**config.mk**
```make
export PLATFORM = sky130hd
export DESIGN_NAME = decode_stage
export DESIGN_NICKNAME = d
export VERILOG_FILES = /design/src/rtl/decode_pkg.sv /design/src/rtl/decode_stage_instr_decoder.sv /design/src/rtl/decode_stage.sv
export SDC_FILE = /design/constraint.sdc
export NUM_CORES = 1
export LEC_CHECK = 0
export ABC_CLOCK_PERIOD_IN_PS = 3100
export BUFFER_PORTS_ARGS = -buffer_cell sky130_fd_sc_hd__buf_2
export CORE_UTILIZATION = 50
export CTS_CLUSTER_SIZE = 10
export DETAILED_ROUTE_END_ITERATION = 8
export GPL_TIMING_DRIVEN = 0
export PLACE_DENSITY = 0.81
export SLEW_MARGIN = 20
export SYNTH_ARGS = -nofsm -noshare
export SYNTH_HDL_FRONTEND = slang
export SYNTH_HIERARCHICAL = 1
export SYNTH_SLANG_ARGS = --single-unit
```
**constraint.sdc**
```tcl
create_clock -name clk -period 3.1 [get_ports clk]
set_input_delay 0.31 -clock clk [delete_from_list [all_inputs] [get_ports clk]]
set_output_delay 0.31 -clock clk [all_outputs]
set_load 0.01 [all_outputs]
```
**src/rtl/decode_pkg.sv**
```systemverilog
`default_nettype none
// ============================================================================
//  Module   : decode_pkg
//  Purpose  : Shared types and field positions for the decode pipeline stage
//  Revision : 1.0  initial release
// ============================================================================
package decode_pkg;

    localparam int INSTR_W = 9;
    localparam int OPC_HI  = 8;
    localparam int OPC_LO  = 4;
    localparam int OPC_W   = OPC_HI - OPC_LO + 1;

    localparam logic [OPC_W-1:0] OPC_HALT  = 5'b00000;
    localparam logic [1:0]       IMM_CLASS = 2'b11;

    typedef enum logic [1:0] {
        LUT  = 2'b00,
        SEXT = 2'b01,
        UNS  = 2'b10
    } imm_ctrl_t;

    typedef enum logic [0:0] {
        RUN    = 1'b0,
        HALTED = 1'b1
    } state_t;

    typedef struct packed {
        logic [OPC_W-1:0] opcode;
        logic             isImm;
        imm_ctrl_t        immCtrl;
        logic             numBits;
        logic [1:0]       immIn0;
        logic [1:0]       immIn1;
    } decoded_t;

endpackage
`default_nettype wire

```
**src/rtl/decode_stage_instr_decoder.sv**
```systemverilog
`default_nettype none
// ============================================================================
//  Module   : instr_decoder
//  Purpose  : Combinational split of a 9-bit instruction into decoded fields,
//             plus illegal-opcode and HALT detection
//  Revision : 1.0  initial release
// ============================================================================
module instr_decoder
    import decode_pkg::*;
(
    input  logic [INSTR_W-1:0] i_instr,
    output decoded_t           o_dec,
    output logic               o_illegal,
    output logic               o_halt
);

    logic [OPC_W-1:0] w_opc;
    logic             w_immClass;

    assign w_opc      = i_instr[OPC_HI:OPC_LO];
    assign w_immClass = (w_opc[4:3] == IMM_CLASS);

    // Field decode; immediate-class opcodes carry size and control in the low bits
    always_comb begin
        o_dec         = '0;
        o_dec.opcode  = w_opc;
        o_dec.immIn0  = i_instr[3:2];
        o_dec.immIn1  = i_instr[1:0];
        o_dec.immCtrl = UNS;
        if (w_immClass) begin
            o_dec.isImm   = 1'b1;
            o_dec.numBits = w_opc[2];
            case (w_opc[1:0])
                2'b00:   o_dec.immCtrl = LUT;
                2'b01:   o_dec.immCtrl = SEXT;
                default: o_dec.immCtrl = UNS;  // 2'b11 is illegal and never forwarded
            endcase
        end
    end

    assign o_illegal = w_immClass && (w_opc[1:0] == 2'b11);
    assign o_halt    = (w_opc == OPC_HALT);

endmodule
`default_nettype wire

```
**src/rtl/decode_stage.sv**
```systemverilog
`default_nettype none
// ============================================================================
//  Module   : decode_stage
//  Purpose  : Registered decode stage with valid/ready handshake, flush,
//             HALT freeze, sticky illegal flag and retired-instruction counter
//  Revision : 1.0  initial release
// ============================================================================
module decode_stage
    import decode_pkg::*;
#(
    parameter int CNT_W = 16
) (
    input  logic               clk,
    input  logic               reset,
    input  logic               in_valid,
    output logic               in_ready,
    input  logic [8:0]         in_instr,
    input  logic               flush,
    output logic               out_valid,
    input  logic               out_ready,
    output logic [4:0]         opcode,
    output logic               is_imm,
    output logic [1:0]         imm_ctrl,
    output logic               num_bits,
    output logic [1:0]         imm_in0,
    output logic [1:0]         imm_in1,
    output logic               halted,
    output logic               illegal,
    output logic [CNT_W-1:0]   instr_count
);

    state_t           r_state;
    state_t           w_nextState;
    decoded_t         w_dec;
    decoded_t         r_dec;
    logic             w_decIllegal;
    logic             w_decHalt;
    logic             r_outValid;
    logic             r_illegal;
    logic [CNT_W-1:0] r_count;
    logic             w_accept;
    logic             w_legalAccept;
    logic             w_downHs;

    instr_decoder u_decoder (
        .i_instr   (in_instr),
        .o_dec     (w_dec),
        .o_illegal (w_decIllegal),
        .o_halt    (w_decHalt)
    );

    // Ready never looks at in_instr, so no combinational path from the data
    assign in_ready      = !reset && (r_state == RUN) && !flush
                           && (!r_outValid || out_ready);
    assign w_accept      = in_valid && in_ready;
    assign w_legalAccept = w_accept && !w_decIllegal;
    // A handshake coinciding with flush is discarded and not retired
    assign w_downHs      = r_outValid && out_ready && !flush;

    // State register
    always_ff @(posedge clk or posedge reset) begin
        if (reset) r_state <= RUN;
        else       r_state <= w_nextState;
    end

    // Next state: a forwarded HALT freezes the stage until reset
    always_comb begin
        w_nextState = r_state;
        case (r_state)
            RUN:     if (w_legalAccept && w_decHalt) w_nextState = HALTED;
            HALTED:  w_nextState = HALTED;
            default: w_nextState = RUN;
        endcase
    end

    // Output register: flush wins, then new entry, then drain on handshake
    always_ff @(posedge clk or posedge reset) begin
        if (reset) begin
            r_outValid <= 1'b0;
            r_dec      <= '0;
        end else if (flush) begin
            r_outValid <= 1'b0;
        end else if (w_legalAccept) begin
            r_outValid <= 1'b1;
            r_dec      <= w_dec;
        end else if (w_accept || out_ready) begin
            // An illegal accept implies the old entry drained (or none existed)
            r_outValid <= 1'b0;
        end
    end

    // Sticky illegal-opcode flag
    always_ff @(posedge clk or posedge reset) begin
        if (reset)                         r_illegal <= 1'b0;
        else if (w_accept && w_decIllegal) r_illegal <= 1'b1;
    end

    // Retired-instruction counter, wraps naturally
    always_ff @(posedge clk or posedge reset) begin
        if (reset)         r_count <= '0;
        else if (w_downHs) r_count <= r_count + 1'b1;
    end

    assign out_valid   = r_outValid;
    assign opcode      = r_dec.opcode;
    assign is_imm      = r_dec.isImm;
    assign imm_ctrl    = r_dec.immCtrl;
    assign num_bits    = r_dec.numBits;
    assign imm_in0     = r_dec.immIn0;
    assign imm_in1     = r_dec.immIn1;
    assign halted      = (r_state == HALTED);
    assign illegal     = r_illegal;
    assign instr_count = r_count;

endmodule
`default_nettype wire

```
[After elaboration in Yosys (flattened, before gate mapping)]
Index checks and enable logic that the tools add are counted.
Storage, ports and cells
  bits in registers: 32
  output and inout bits: 33
  word-level logic and storage cells: 43
Cells by class
  add/subtract/negate cells: 1
  equal/unequal tests: 3
  mux-type cells: 7
  bitwise operators: 2
  reduce and logical (&&, ||, !) cells: 20
Operators by type and width (count)
  $add 16x1->16 const B: 1
  $logic_and 1x1->1: 10
  $logic_not 5->1: 1
  $eq 2x2->1 const B: 2
  $logic_not 1->1: 4
  $mux 1: 4
  $mux 4: 1
  $pmux 2 s2: 1
  $reduce_bool 3->1: 1
  $eq 2x1->1 const B: 1
  $logic_not 2->1: 1
  $logic_or 1x1->1: 2
  $not 1->1: 2
  $pmux 1 s2: 1
  $reduce_and 2->1: 1

[Depth between registers and ports, before layout]
  depth in word-level cells: 9
  depth in mapped cells: 6
  depth with buffers taken out: 5

[Modules after synthesis]
The synthesis kept the hierarchy.
By module, submodules not included
  decode_stage: instances 1, cells each 97, area an instance 1371.3 µm², sequential area each 800.8 µm²
  instr_decoder: instances 1, cells each 18, area an instance 122.6 µm², sequential area each 0.0 µm²

[Worst setup path after synthesis]
No wires, ideal clock.
  path type: register to register
  start: reg r_outValid (netlist: out_valid)
  end: reg r_dec (netlist bit imm_ctrl[0])
  data arrival time: 1.611 ns
  data required time: 2.975 ns
  setup slack: 1.363 ns
  cell stages (with the launch flop): 6
  clock period less this slack: 1.737 ns
  cells stage by stage: dfrtp_1 > a2111oi_4 > and3b_1 > buf_6 > buf_12 > mux2_4
On the way
  longest elaborated chain between the ends: 6
Ends and longest elaborated chain
  start, declared: RTL line decode_stage.sv:38  | logic r_outValid;
  start signal, assigned: RTL line decode_stage.sv:79  | r_outValid <= 1'b0;
  start signal, assigned: RTL line decode_stage.sv:82  | r_outValid <= 1'b0;
  start signal, assigned: RTL line decode_stage.sv:84  | r_outValid <= 1'b1;
  $logic_not 1->1: RTL line decode_stage.sv:54  | && (!r_outValid || out_ready);
  $logic_or 1x1->1: RTL line decode_stage.sv:54
  $logic_and 1x1->1: RTL line decode_stage.sv:54
  named net in_ready: RTL line decode_stage.sv:16  | output logic in_ready,
  $logic_and 1x1->1: RTL line decode_stage.sv:55  | assign w_accept = in_valid && in_ready;
  $logic_and 1x1->1: RTL line decode_stage.sv:56  | assign w_legalAccept = w_accept && !w_decIllegal;
  $reduce_and 2->1 (no source line)
  end signal, assigned: RTL line decode_stage.sv:85  | r_dec <= w_dec;
  end, declared: RTL line decode_stage.sv:35  | decoded_t r_dec;
The timed path passes the listed nets, and every way through them passes these cells.
A chain may end at the register's enable or synchronous reset.

[Final worst setup path]
  start: reg r_outValid (netlist: out_valid)
  end: reg r_dec (netlist bit imm_in0[0])
On the way
  longest elaborated chain between the ends: 6
Ends and longest elaborated chain (RTL line)
  $logic_not 1->1: decode_stage.sv:54
  $logic_or 1x1->1: decode_stage.sv:54
  $logic_and 1x1->1: decode_stage.sv:54
  $logic_and 1x1->1: decode_stage.sv:55
  $logic_and 1x1->1: decode_stage.sv:56
  $reduce_and 2->1 (no source line)
No other way between the ends.

==> flow_metrics.tcl <==
set metrics [dict create \
    slew_violations 0 \
    rsz0062_at_grt "false" \
    drt-pass1-iter-count 6 \
    die_area_um2 3210 \
    synthFlopType "dfrtp_1" \
    cts_made_buffers 5 \
    clock_latency_ns 0.33 \
    seqPwrFrac_pct 50.2 \
    yosys-top-cells-count "dfrtp_1 (32), buf_4 (10), mux2_4 (8), xor2_1 (8)" \
    core-area_um2 2810 \
    clk_pin_slew_ns 0.11 \
    setup_tns_ns 0 \
    ant_nets 0 \
    regArea_um2 801 \
    drive_above_1_share_pct 50.3 \
    layoutNonFillerInstCount 196 \
    wire_per_inst_um 14.0 \
    ys_warn_count 6 \
    fin_nets 179 \
    ctsResizeCount 0 \
    power.net_switching_uw 283 \
    p_int_uw 754 \
    numPortBuffers 42 \
    area_growth_syn_to_layout_pct 22.0 \
    avgSynthCellArea_um2 13.0 \
    r2r_cells 5 \
    r2r_start "out_valid$_DFFE_PP0P_" \
    placementRows 19 \
    antenna_found_initial 0 \
    drt_iter0_markers 25 \
    wl_mm 2.74 \
    diodes 0 \
    p_leak_nw 1.00 \
    vias_per_cell 5.14 \
    ys_seq_area_share_pct 53.6 \
    netlist_area_um2 1490 \
    clk_path_buf_depth 2 \
    r2r-end "imm_in0[0]$_DFFE_PP0P_" \
    cts_tree "yes" \
    status "finished, violations left" \
    peakVddDrop_v 0.000310 \
    synth-seq-cells 32 \
    clock_power_share_pct 30.1 \
    holdBufCountCts 0 \
    setup_violations 0 \
    htreeDepth 2 \
    initial_core_util_pct 53.3 \
    arrival_ns 1.95 \
    clock_skew_ns 0.00882 \
    period_needed_ns 1.73 \
    nFillCells 226 \
    tightestPinTransition_ns 0.638 \
    grt_max_degree 33 \
    placed_cells 188 \
    multi_input_area_um2 568 \
    relSlewSlack_pct 57.1 \
    fp.dieH_um 56.7 \
    synth_top_area_share_pct 53.6 \
    hpwl_mm 2.06 \
    startpoint_type "flip-flop" \
    via_count 1007 \
    synth_edf_count 0 \
    critPathRequiredTime_ns 3.31 \
    maxCapViolations 0 \
    postCtsSetupRepairBufs 0 \
    cts.sinks 32 \
    ys_async_sr_fraction_pct 100 \
    swShare_pct 27.3 \
    cp_max_fo 10 \
    grt_pass1_vias 992 \
    syn_inst 115 \
    r2r_slack_ns 1.37 \
    ios 47 \
    cts_root_buf "clkbuf_4" \
    synth.net_count 130 \
    violations "DRC" \
    die_width_um 56.7 \
    gp_congestion 0.719 \
    critical_path_class "flip-flop to flip-flop" \
    drc 6 \
    combPwrFrac_pct 19.7 \
    synth_area_leader_cell "dfrtp_1" \
    fmax_mhz 577 \
    synth_most_common_cell "dfrtp_1" \
    period_share_pct 55.9 \
    globalRouteOverflowTotal 0 \
    ys_types 27 \
    hold_path_class "input port to asynchronous set/reset pin" \
    yosys-top-cells-area "dfrtp_1 (54%), mux2_4 (8.0%), buf_4 (5.0%)" \
    hold_viol 0 \
    endpoint_kind "flip-flop" \
    p_per_area_nw_per_um2 569 \
    grt_usage_pct 19.6 \
    grt_pass1_wl_mm 4.69 \
]
-- how the worst max path moves through the flow --
stage                     startpoint                         end  slack [ns]  cells after the start
2_1_floorplan  out_valid$_DFFE_PP0P_     imm_ctrl[0]$_DFFE_PP0P_        1.36                      5
3_3_place_gp               out_ready      imm_in0[0]$_DFFE_PP0P_        1.36                      7
3_5_place_dp               out_ready       opcode[4]$_DFFE_PP0P_        1.31                      7
4_1_cts        out_valid$_DFFE_PP0P_      imm_in0[0]$_DFFE_PP0P_        1.36                      5
5_1_grt        out_valid$_DFFE_PP0P_  instr_count[9]$_DFFE_PP0P_        1.19                      4
6_report       out_valid$_DFFE_PP0P_      imm_in0[0]$_DFFE_PP0P_        1.37                      5
-- sequential cells by signal, indices dropped and copies added (netlist names) --
signal,count
instr_count,16
opcode,5
imm_ctrl,2
imm_in0,2
imm_in1,2
halted,1
illegal,1
is_imm,1
num_bits,1
out_valid,1
-- stage by stage --
step | hold slack (ns) | total power, mW | instance area [µm²] | worst slack, ns | util [%]
after global routing | 0.131 | 1.10 | 1820 | 1.19 | 65.0
after global placement | 0.451 | 0.722 | 1740 | 1.36 | 62.1
final | 0.0892 | 1.04 | 1820 | 1.37 | 65.0
after CTS | 0.0957 | 1.05 | 1820 | 1.36 | 65.0
after detailed placement | 0.456 | 0.735 | 1740 | 1.31 | 62.1
after floorplan | 0.426 | 0.645 | 1490 | 1.36 | -
-- worst max-delay path, stage by stage, from the launching register on --
cell       delay, ns
dfrtp_1         0.46
a2111oi_4       0.35
and3b_1         0.23
buf_6           0.13
buf_12          0.14
mux2_4          0.30
-- layout by cell type, fill, tap and decap left out, types with 5 or more instances in the layout --
cell / instances
clkbuf_4: 5
mux2_4: 8
xnor2_1: 7
and3_1: 5
buf_4: 10
xor2_1: 8
dfrtp_1: 32
nor2_1: 7
buf_2: 42
mux2_2: 6
-- cell type report --
type / count / area share, %
flip-flops and latches: 32 / 43.9
clock inverters: 3 / 2.33
repair buffers: 42 / 11.5
clock buffers: 5 / 2.06
plain buffers: 12 / 5.83
multi-input cells: 66 / 31.2
inverters: 5 / 1.03
well taps: 31 / 2.13
-- kinds of logic after synthesis --
group	share of synthesized area [%]
multiplexers	12.6
flip-flops	53.6
AO/OA/AOI/OAI	3.52
buffers and inverters	8.37
XOR/XNOR	8.79
adder cells (fa/ha/maj)	0.837
AND/OR/NAND/NOR	12.3
-- per-layer routing --
metal | GRT usage, % | routed length (µm) | up-vias
li1 | - | - | 480
met1 | 25.5 | 1170 | 493
met2 | 31.6 | 1410 | 28
met3 | 4.38 | 116 | 6
met4 | 8.21 | 47 | 0
met5 | 0 | 0 | -
-- power by group through the flow --
stage | Clock (mW) | Sequential [mW] | Combinational, mW
finish | 0.312 | 0.520 | 0.205
global route | 0.344 | 0.531 | 0.227
CTS | 0.319 | 0.520 | 0.209
detailed placement | 0 | 0.528 | 0.207
global placement | 0 | 0.524 | 0.199
floorplan | 0 | 0.550 | 0.0958
(Power assumes the default switching activity.)
